===== config.mk =====
export PLATFORM = sky130hd
export DESIGN_NAME = counter_cmp_n
export DESIGN_NICKNAME = d
export VERILOG_FILES = /design/src/rtl/counter_cmp_n_pkg.sv /design/src/rtl/counter_cmp_n_cmp.sv /design/src/rtl/counter_cmp_n.sv
export SDC_FILE = /design/constraint.sdc
export NUM_CORES = 1
export LEC_CHECK = 0
export BUFFER_PORTS_ARGS = -buffer_cell sky130_fd_sc_hd__buf_2
export CORE_ASPECT_RATIO = 1.4
export CORE_MARGIN = 2
export CORE_UTILIZATION = 35
export CTS_CLUSTER_SIZE = 16
export DETAILED_ROUTE_END_ITERATION = 8
export HOLD_SLACK_MARGIN = 0.02
export MAX_ROUTING_LAYER = met4
export PLACE_DENSITY_LB_ADDON = 0.15
export SLEW_MARGIN = 20
export SYNTH_ARGS = -nofsm -noshare
export SYNTH_HDL_FRONTEND = slang
export SYNTH_SLANG_ARGS = --single-unit

===== constraint.sdc =====
create_clock -name Clk -period 3.4 [get_ports Clk]
set_input_delay 0.34 -clock Clk [delete_from_list [all_inputs] [get_ports Clk]]
set_output_delay 0.34 -clock Clk [all_outputs]
set_load 0.02 [all_outputs]

===== src/rtl/counter_cmp_n_pkg.sv =====
// Shared alarm-clock constants.
// Holds the default counter width, the default terminal count for that
// width, the alarm-clock moduli (seconds/minutes 60, hours 24 and 12) and
// the count-operation encoding used by the counter's next-state logic.
package counter_cmp_n_pkg;

  // Default counter/compare width and its all-ones terminal count.
  localparam int unsigned CNT_WIDTH_DEFAULT = 16;
  localparam logic [CNT_WIDTH_DEFAULT-1:0] CNT_MAX_DEFAULT = '1;

  // Alarm-clock moduli.
  localparam int unsigned SEC_MOD    = 60;
  localparam int unsigned MIN_MOD    = 60;
  localparam int unsigned HOUR24_MOD = 24;
  localparam int unsigned HOUR12_MOD = 12;

  // Operation applied to COUNT on a non-clear edge.
  typedef enum logic [1:0] {
    OP_HOLD = 2'd0,
    OP_LOAD = 2'd1,
    OP_INC  = 2'd2,
    OP_DEC  = 2'd3
  } cnt_op_e;

endpackage


===== src/rtl/counter_cmp_n_cmp.sv =====
// comparator_nbits: parametrised WIDTH-bit equality comparator.
// Ports:
//   a_i  - first operand  (WIDTH)
//   b_i  - second operand (WIDTH)
//   eq_o - 1 when a_i == b_i
module comparator_nbits #(
  parameter int WIDTH = 16
) (
  input  logic [WIDTH-1:0] a_i,
  input  logic [WIDTH-1:0] b_i,
  output logic             eq_o
);

  assign eq_o = (a_i == b_i);

endmodule


===== src/rtl/counter_cmp_n.sv =====
// counter_cmp_n: modulo-(MAX+1) up/down counter with load and a compare
// (alarm) register producing a one-cycle Match pulse and a sticky MatchFlag.
// Ports:
//   Clk        - clock, all state updates on the rising edge
//   Clr        - synchronous active-high clear (highest priority)
//   En, Up     - count enable and direction (1 = increment)
//   Load       - load LoadVal (saturated to MAX), beats En
//   LoadVal    - load value (WIDTH)
//   CmpWe      - write CmpVal (saturated to MAX) into the compare register
//   CmpVal     - compare value (WIDTH)
//   Ack        - clears MatchFlag (a same-edge hit wins)
//   COUNT      - current count (registered)
//   Carry      - one-cycle pulse after a wrap in either direction
//   Match      - one-cycle pulse when COUNT newly takes the compare value
//   MatchFlag  - sticky version of Match
module counter_cmp_n
  import counter_cmp_n_pkg::*;
#(
  parameter int               WIDTH = CNT_WIDTH_DEFAULT,
  parameter logic [WIDTH-1:0] MAX   = {WIDTH{1'b1}}
) (
  input  logic             Clk,
  input  logic             Clr,
  input  logic             En,
  input  logic             Up,
  input  logic             Load,
  input  logic [WIDTH-1:0] LoadVal,
  input  logic             CmpWe,
  input  logic [WIDTH-1:0] CmpVal,
  input  logic             Ack,
  output logic [WIDTH-1:0] COUNT,
  output logic             Carry,
  output logic             Match,
  output logic             MatchFlag
);

  logic [WIDTH-1:0] count_q, count_d;
  logic [WIDTH-1:0] cmp_q, cmp_d;
  logic             carry_q, carry_d;
  logic             match_q, match_d;
  logic             flag_q, flag_d;

  cnt_op_e          op;
  logic             update;  // COUNT is being written by Load or count
  logic             wrap;
  logic             cmp_eq;
  logic [WIDTH-1:0] load_sat;
  logic [WIDTH-1:0] cmpval_sat;

  assign load_sat   = (LoadVal > MAX) ? MAX : LoadVal;
  assign cmpval_sat = (CmpVal  > MAX) ? MAX : CmpVal;

  always_comb begin
    op = OP_HOLD;
    if (Load) begin
      op = OP_LOAD;
    end else if (En) begin
      op = Up ? OP_INC : OP_DEC;
    end
  end

  // Wrap is detected on the current count, so count_q+1 / count_q-1 are only
  // formed when they stay inside 0..MAX and never overflow WIDTH bits.
  always_comb begin
    count_d = count_q;
    update  = 1'b0;
    wrap    = 1'b0;
    unique case (op)
      OP_LOAD: begin
        count_d = load_sat;
        update  = 1'b1;
      end
      OP_INC: begin
        update = 1'b1;
        if (count_q == MAX) begin
          count_d = '0;
          wrap    = 1'b1;
        end else begin
          count_d = count_q + 1'b1;
        end
      end
      OP_DEC: begin
        update = 1'b1;
        if (count_q == '0) begin
          count_d = MAX;
          wrap    = 1'b1;
        end else begin
          count_d = count_q - 1'b1;
        end
      end
      default: begin
        count_d = count_q;
      end
    endcase
  end

  // Match looks at the value COUNT is about to take against the compare
  // register as it stands before this edge; a compare write on the same
  // edge only affects later hits.
  comparator_nbits #(
    .WIDTH(WIDTH)
  ) u_cmp (
    .a_i (count_d),
    .b_i (cmp_q),
    .eq_o(cmp_eq)
  );

  always_comb begin
    cmp_d   = CmpWe ? cmpval_sat : cmp_q;
    carry_d = wrap;
    match_d = update & cmp_eq;
    // A new hit beats a simultaneous Ack.
    flag_d  = match_d | (flag_q & ~Ack);
  end

  always_ff @(posedge Clk) begin
    if (Clr) begin
      count_q <= '0;
      cmp_q   <= MAX;
      carry_q <= 1'b0;
      match_q <= 1'b0;
      flag_q  <= 1'b0;
    end else begin
      count_q <= count_d;
      cmp_q   <= cmp_d;
      carry_q <= carry_d;
      match_q <= match_d;
      flag_q  <= flag_d;
    end
  end

  assign COUNT     = count_q;
  assign Carry     = carry_q;
  assign Match     = match_q;
  assign MatchFlag = flag_q;

endmodule


== Yosys cells after proc, flatten, opt, wreduce, memory -nomap -nowiden ==
Index checks and enable logic that the tools add are counted.

* Flip-flop bits (word level): 35
* Output and inout port bits: 19
* Word-level logic and storage cells: 32
* Bits of input ports: 39

* Muxes and demuxes: 12
* Magnitude comparators: 2
* Equality and inequality tests: 5
* Bitwise logic cells: 4
* Add/sub/neg operators: 2
* Reductions and logical operators: 2

{| class="wikitable"
|+ Operators with widths
! operator !! count
|-
| $mux 16 || 4
|-
| $pmux 16 s3 || 1
|-
| $gt 16x16->1 const B || 2
|-
| $add 16x1->16 const B || 1
|-
| $eq 16x16->1 || 1
|-
| $eq 16x16->1 const B || 1
|-
| $logic_not 16->1 || 1
|-
| $sub 16x1->16 const B || 1
|-
| $eq 2x2->1 const B || 2
|-
| $mux 1 || 4
|-
| $mux 2 || 2
|-
| $reduce_or 3->1 || 1
|-
| $and 1x1->1 || 2
|-
| $eq 2x1->1 const B || 1
|-
| $pmux 1 s2 || 1
|-
| $not 1->1 || 1
|-
| $or 1x1->1 || 1
|}

== Longest topological paths before layout ==
Gate-level depths: netlist of run 1.

* Depth after elaboration: 8
* Mapped depth: 12
* Mapped depth without buffers: 10

== Modules after synthesis ==
A second synthesis of run 1 with hierarchy kept.

* Cell total of the unflattened synthesis: 323
* Area, all modules: 2521.2 um2

{| class="wikitable"
|+ By module, submodules not included
! module !! times used !! cells an instance !! sequential area each (um2) !! area an instance (um2)
|-
| counter_cmp_n || 1 || 302 || 700.7 || 2343.5
|-
| comparator_nbits || 1 || 21 || 0.0 || 177.7
|}

== Least setup slack after synthesis of run 1 ==
Ideal clock, no wire load.

* Kind: register to register
* Start point: reg count_q[1], in the netlist COUNT[1]
* End point: reg flag_q, in the netlist MatchFlag
* Library setup time: 0.069 ns
* Cell stages (with the launch flop): 10
* Path slack: 0.448 ns
* Period minus slack after synthesis: 2.952 ns
* Arrival: 2.883 ns
* Buffers on the path: 0
* Cell sequence: dfxtp_1 -> ha_1 -> nand3_1 -> nor4_4 -> nor2_1 -> a211o_1 -> or3_1 -> a2111oi_2 -> nand4b_1 -> o21ai_1

* Word-level cells in the longest chain between the ends: 6

{| class="wikitable"
|+ Ends and longest elaborated chain
! element !! RTL line !! RTL
|-
| start: declaration || counter_cmp_n.sv:37 || <nowiki>logic [WIDTH-1:0] count_q, count_d;</nowiki>
|-
| start signal: assignment || counter_cmp_n.sv:124 || <nowiki>count_q <= count_d;</nowiki>
|-
| $sub 16x1->16 (tied with other cells) || counter_cmp_n.sv:88 || <nowiki>count_d = count_q - 1'b1;</nowiki>
|-
| $mux 16, on equally long branches || counter_cmp_n.sv:84, counter_cmp_n.sv:75 ||
|-
| $pmux 16 s3 * || counter_cmp_n.sv:68 || <nowiki>unique case (op)</nowiki>
|-
| $eq 16x16->1 * || counter_cmp_n_cmp.sv:14 || <nowiki>assign eq_o = (a_i == b_i);</nowiki>
|-
| $and 1x1->1 * || counter_cmp_n.sv:111 || <nowiki>match_d = update & cmp_eq;</nowiki>
|-
| $or 1x1->1 * || counter_cmp_n.sv:113 || <nowiki>flag_d = match_d | (flag_q & ~Ack);</nowiki>
|-
| end signal: assignment || counter_cmp_n.sv:128 || <nowiki>flag_q <= flag_d;</nowiki>
|-
| end: declaration || counter_cmp_n.sv:41 || <nowiki>logic flag_q, flag_d;</nowiki>
|}

Mark *: on every way between the ends. The rest lies on a longest branch, timed or not.
A chain may end at the register's enable or synchronous reset.

== Worst setup path in the final report of run 1 ==
* Start point: reg count_q[6], in the netlist COUNT[6]
* End point: reg flag_q, in the netlist MatchFlag

Same word-level chain as after synthesis.

==> metrics.cfg, run 1 <==
[drt]
dr.pass1.iters = 5
via_count = 2933
wl_per_cell_um = 18.3
drc = 0
drtIter0Drc = 328
wl_mm = 9.30
viasPerCell = 5.77
postRouteAntennaNets = 0

[global_route]
grt_pass1_vias = 2851
overflow = 0
grtUsageTotal = 0.234
antenna_found_initial = 0
grt_max_degree = 26
grt_pass1_wl_mm = 14.9

[min_path]
hold-path-cell-count = 3
hold_path_class = primary input to flip-flop
hp-start = CmpVal[7]
hold_end = cmp_q[7]

[floorplanning]
pin_count = 58
core_sq_um = 7700
die_w_um = 78.9
fp.dieH_um = 109
num_rows = 38
dieArea_sq_um = 8580
initial_core_util = 0.357

[logic_synthesis]
yosysSeqAreaShare = 0.255
yosysUniqueCellTypes = 67
synth_edf_count = 0
synth_cells = 357
synth_area_sq_um = 2750
ys.flop_type = dfxtp_1
async_flop_share = 0
yosys_register_bits = 35
syn_nets = 399
ys_warn_count = 0
syn_avg_cell_area_sq_um = 7.70

[critical_path]
startpoint_type = flip-flop
cp.arrival_ns = 3.40
critical_path_class = flip-flop to flip-flop
r2r.worst_path.cells = 9
cp.required_ns = 3.64
worst-path-max-fanout = 13
r2r-start = COUNT[6]
reg2reg_to = MatchFlag
regToRegSetupSlack_ns = 0.24
cp-end-kind = flip-flop

[sta]
maxClockFrequency_mhz = 316
fin_crit_sh = 0.931
report.final.slew_viol_count = 0
tightest_slew_ns = 0.903
final.setup.worst_slack_ns = 0.236
min_period_ns = 3.16
maxSlewHeadroom = 0.390
rsz0062_at_grt = no
fin_worst_skew_ns = 0.0161
setup_tns_ns = 0
hold_violations = 0
setup_violations = 0

[placement]
portBuffers = 57
dp_hpwl_mm = 7.07
gp_congestion = 0.955
place_area_sq_um = 3140
post-place-ws_ns = 0.301

[status]
status = finished clean

[clock_network]
numClockSinks = 35
cts_hold_buf = 0
path_clk_slew_ns = 0.09
post_cts_resized = 0
clk_latency_ns = 0.31
cts_tree = built
clockBufferDepth = 2
cts_made_buffers = 5
htreeDepth = 2
cts-root-buf = clkbuf_8
post_cts_buffers = 0

[flow_run]
drv_cap = 0

[pwr]
p_per_area_nw_per_um2 = 362
vdd_drop_max_mv = 0.336
power.leakage_uw = 0.00133

[final_layout]
n_fill_cell = 846
nets = 449
regArea_sq_um = 701
drive_gt1_frac = 0.238
diodes = 0
area_delta_synth_final_pct = 17.7
multiInputGateArea_sq_um = 1850
fin_area_sq_um = 3230

-- through the flow --
step / util / power (uW) / cells / hold WS (ns)
finish: 0.420 / 1170 / 508 / 0.247
global placement: 0.408 / 854 / 500 / 0.478
detailed placement: 0.408 / 856 / 500 / 0.478
global route: 0.420 / 1240 / 508 / 0.231
CTS: 0.420 / 1180 / 508 / 0.239
floorplan: - / 745 / 357 / 0.451
-- critical path, stage by stage, from the launching register on --
cell	delay [ns]
dfxtp_1	0.58
nand4_1	0.26
buf_4	0.25
nor4_4	0.40
nor2_1	0.11
a211o_1	0.29
or3_1	0.33
a2111oi_2	0.53
nand4b_1	0.19
o21ai_1	0.16
-- cells in the mapped netlist (3+ instances only) --
library cell  count  area share
o311ai_0          3      0.0096
inv_1            10       0.014
or3_1             3      0.0068
a221oi_1          3      0.0096
xor2_1            6       0.019
nor3b_1           3      0.0082
buf_1             4      0.0055
nor4_1           11       0.025
nand2_1          39       0.053
a211oi_1          4       0.011
mux2i_1          21       0.077
nor3_1           14       0.026
nor4_4            3       0.023
dfxtp_1          35        0.26
xnor2_1           9       0.029
nor4b_1           4       0.013
ha_1              3       0.014
a31oi_1           4      0.0091
nand4_1           8       0.018
o31ai_1           3      0.0082
clkbuf_1         18       0.025
o211ai_1          7       0.019
nor2_1           36       0.049
o21ai_0          10       0.018
a21oi_1          13       0.024
or4_1             5       0.014
buf_2             6       0.011
nand2b_1          9       0.020
buf_6             3       0.012
nand3_1          12       0.022
-- placed cells by master (no fill, tap or decap), types with 3 or more instances in the layout --
master	synthesis	final
buf_2	6	57
nand2_1	39	39
nor2_1	36	36
dfxtp_1	35	35
mux2i_1	21	21
buf_4	1	18
nor3_1	14	14
a21oi_1	13	13
nand3_1	12	12
nor4_1	11	11
inv_1	10	10
o21ai_0	10	10
xnor2_1	9	9
nand2b_1	9	9
nand4_1	8	8
o211ai_1	7	7
xor2_1	6	6
or4_1	5	5
clkbuf_8	0	5
nor4b_1	4	4
a31oi_1	4	4
a211oi_1	4	4
nor3b_1	3	3
or3_1	3	3
nor4_4	3	3
o31ai_1	3	3
o311ai_0	3	3
a221oi_1	3	3
ha_1	3	3
-- metal layers --
metal  global-route usage  vias to the layer above  part of all wire
li1                     -                     1424                 -
met1                0.280                     1355              0.41
met2                0.393                      133              0.50
met3               0.0331                       21             0.057
met4                0.101                        0             0.033
met5                    -                        -                 0
-- cell families after synthesis --
logic type | count (synthesis) | synth area share
AOI/OAI and AO/OA | 73 | 0.193
xor gates and xnor gates | 15 | 0.0478
adders and majority gates | 3 | 0.0137
buffers and inverters | 43 | 0.0710
DFF | 35 | 0.255
muxes | 22 | 0.0806
and+or+nand+nor | 166 | 0.339
-- cell type report --
| type | instances | area share |
|---|---|---|
| Clock buffer | 5 | 0.0213 |
| Clock inverter | 3 | 0.00774 |
| Inverter | 11 | 0.0128 |
| Multi-Input combinational cell | 279 | 0.573 |
| Sequential cell | 35 | 0.217 |
| Tap cell | 100 | 0.0387 |
| Timing Repair Buffer | 75 | 0.130 |
-- worst max path at each step --
stage             start   endpoint  slack [ns]  cells after the start
6_report       COUNT[6]  MatchFlag        0.24                      9
5_1_grt        COUNT[6]  MatchFlag        0.04                      8
4_1_cts        COUNT[6]  MatchFlag        0.27                      9
3_5_place_dp   COUNT[6]  MatchFlag        0.30                      9
3_3_place_gp   COUNT[6]  MatchFlag        0.33                      8
2_1_floorplan  COUNT[1]  MatchFlag        0.45                      9
-- where the power goes --
group	total [uW]	leakage (uW)	internal, uW	switching, uW
combinational	364	0.000998	149	215
sequential	487	0.000289	436	50.6
clock	319	0.0000443	146	173
-- state kept, by name, indices dropped and copies added, names as in the netlist --
| register | flops |
|---|---|
| MatchFlag | 1 |
| cmp_q | 16 |
| Carry | 1 |
| Match | 1 |
| COUNT | 16 |
Power figures use the tool's default switching activity.
==> run 2: changes to the inputs <==
Settings changed: MAX_ROUTING_LAYER met4 to not set.
==> run 2 against run 1 <==
Against the previous run: worst hold slack improved by 0.0045 ns; critical endpoint unchanged; combinational power decreased by 2%; fmax increased by 0.65%; utilization unchanged; total power decreased by 1.9%; first-iteration DRC count decreased by 30%; clock-buffer cell count unchanged; clock skew decreased by 0.0057 ns; non-clock buffer count decreased by 1.
==> metrics.cfg, run 2 (synthesis results as in run 1) <==
[status]
status = finished clean  ; unchanged

[final_layout]
final_common_cell = buf_2  ; unchanged
final_cell_mix = buf_2 (57), nand2_1 (39), nor2_1 (36)  ; unchanged
drive_gt1_frac = 0.236  ; was 0.238
finalNonFillerCells = 507  ; was 508
regArea_sq_um = 701  ; unchanged
multiInputGateArea_sq_um = 1850  ; unchanged
fin_area_sq_um = 3230  ; unchanged
n_fill_cell = 848  ; was 846
nets = 448  ; was 449
area_delta_synth_final_pct = 17.7  ; unchanged
diodes = 0  ; unchanged

[drt]
postRouteAntennaNets = 0  ; unchanged
via_count = 2947  ; was 2933
wl_mm = 8.98  ; was 9.30 mm
viasPerCell = 5.81  ; was 5.77
dr.pass1.iters = 5  ; unchanged
wl_per_cell_um = 17.7  ; was 18.3 um
drc = 0  ; unchanged
drtIter0Drc = 228  ; was 328

[critical_path]
critical_path_class = flip-flop to flip-flop  ; unchanged
crit_chain = nand4_1, nor4_1, mux2_2, a211o_1, or3_1, a2111oi_2, nand4b_1, o21ai_1  ; was nand4_1, buf_4, nor4_4, nor2_1, a211o_1, or3_1, a2111oi_2, nand4b_1, o21ai_1
cp.arrival_ns = 3.38  ; was 3.40 ns
cp_slowest_cell = dfxtp_1  ; unchanged
critPathMaxStageDelay_ns = 0.59  ; was 0.58 ns
r2r.worst_path.cells = 8  ; was 9
startpoint_type = flip-flop  ; unchanged
cp-end-kind = flip-flop  ; unchanged
regToRegSetupSlack_ns = 0.26  ; was 0.24 ns
worst-path-max-fanout = 13  ; unchanged
r2r-start = COUNT[6]  ; unchanged
reg2reg_to = MatchFlag  ; unchanged
cp.required_ns = 3.64  ; about the same

[floorplanning]
fp.dieH_um = 109  ; unchanged
die_w_um = 78.9  ; unchanged
dieArea_sq_um = 8580  ; unchanged
core_sq_um = 7700  ; unchanged
initial_core_util = 0.357  ; unchanged
pin_count = 58  ; unchanged
num_rows = 38  ; unchanged

[pwr]
p_total_uw = 1150  ; was 1170 uW
power.leakage_uw = 0.00132  ; was 0.00133 uW
p_per_area_nw_per_um2 = 355  ; was 362 nW/um^2
vdd_drop_max_mv = 0.260  ; was 0.336 mV

[sta]
tightest_slew_ns = 0.902  ; was 0.903 ns
hold_violations = 0  ; unchanged
maxSlewHeadroom = 0.390  ; about the same
rsz0062_at_grt = no  ; unchanged
min_period_ns = 3.14  ; was 3.16 ns
setup_violations = 0  ; unchanged
maxClockFrequency_mhz = 318  ; was 316 MHz
fin_crit_sh = 0.925  ; was 0.931
fin_worst_skew_ns = 0.0105  ; was 0.0161 ns
report.final.slew_viol_count = 0  ; unchanged
setup_tns_ns = 0  ; unchanged

[min_path]
hp-start = CmpVal[3]  ; was CmpVal[7]
hold_end = cmp_q[3]  ; was cmp_q[7]
hold_path_class = primary input to flip-flop  ; unchanged
hold-path-cell-count = 3  ; unchanged

[clock_network]
clockBufferDepth = 2  ; unchanged
cts_hold_buf = 0  ; unchanged
path_clk_slew_ns = 0.08  ; was 0.09 ns
post_cts_buffers = 0  ; unchanged
numClockSinks = 35  ; unchanged
cts_made_buffers = 5  ; unchanged
post_cts_resized = 0  ; unchanged
htreeDepth = 2  ; unchanged
clk_latency_ns = 0.30  ; was 0.31 ns
cts-root-buf = clkbuf_8  ; unchanged
cts_tree = built  ; unchanged

[placement]
place_inst = 499  ; was 500
portBuffers = 57  ; unchanged
place_area_sq_um = 3140  ; about the same
gp_congestion = 0.901  ; was 0.955
dp_hpwl_mm = 7.10  ; was 7.07 mm

[global_route]
grtUsageTotal = 0.219  ; was 0.234
grt_pass1_wl_mm = 14.5  ; was 14.9 mm
overflow = 0  ; unchanged
grt_max_degree = 23  ; was 26
antenna_found_initial = 0  ; unchanged
grt_pass1_vias = 2824  ; was 2851

[flow_run]
drv_cap = 0  ; unchanged

[run 2: changes by cell type in the layout (fill, tap and decap cells not counted), sizes merged]
cell,previous run,this run
buf,75,74
clkinvlp,1,2
clkinv,3,2
[run 2: critical path, delay by kind of cell (launching register included)]
family / cells / cell delay (ns)
flops: 1 / 0.59
simple gates: 4 / 1.15
compound gates: 3 / 0.97
mux: 1 / 0.37
[run 2: report_power, final]
group	internal, uW	switching [uW]
Sequential	437	50.9
Combinational	149	209
Clock	142	160
[run 2: worst max path at each step]
stage | from | end | slack [ns]
after floorplan | COUNT[1] | MatchFlag | 0.45
after global placement | COUNT[6] | MatchFlag | 0.28
after detailed placement | COUNT[6] | MatchFlag | 0.30
after CTS | COUNT[6] | MatchFlag | 0.29
after global routing | COUNT[6] | MatchFlag | 0.12
final | COUNT[6] | MatchFlag | 0.26
[run 2: layout make-up]
type | instances | share of cell area
Clock buffer | 5 | 0.0213
Clock inverter | 3 | 0.00619
Sequential cell | 35 | 0.217
Multi-Input combinational cell | 279 | 0.573
Timing Repair Buffer | 74 | 0.132
Tap cell | 100 | 0.0387
Inverter | 11 | 0.0128
[run 2: stage by stage]
| step | hold WS, ns | utilization | worst slack, ns |
|---|---|---|---|
| finish | 0.252 | 0.420 | 0.256 |
| global route | 0.260 | 0.420 | 0.118 |
| CTS | 0.244 | 0.420 | 0.290 |
| detailed placement | 0.482 | 0.408 | 0.299 |
| global placement | 0.477 | 0.408 | 0.279 |
| floorplan | 0.451 | - | 0.448 |
[run 2: metal layers]
| layer | global-route usage | vias up | routed length, um |
|---|---|---|---|
| met2 | 0.365 | 134 | 4390 |
| met5 | 0 | - | 0 |
| met4 | 0.128 | 0 | 366 |
| met1 | 0.267 | 1362 | 3700 |
| li1 | - | 1424 | - |
| met3 | 0.0315 | 27 | 521 |
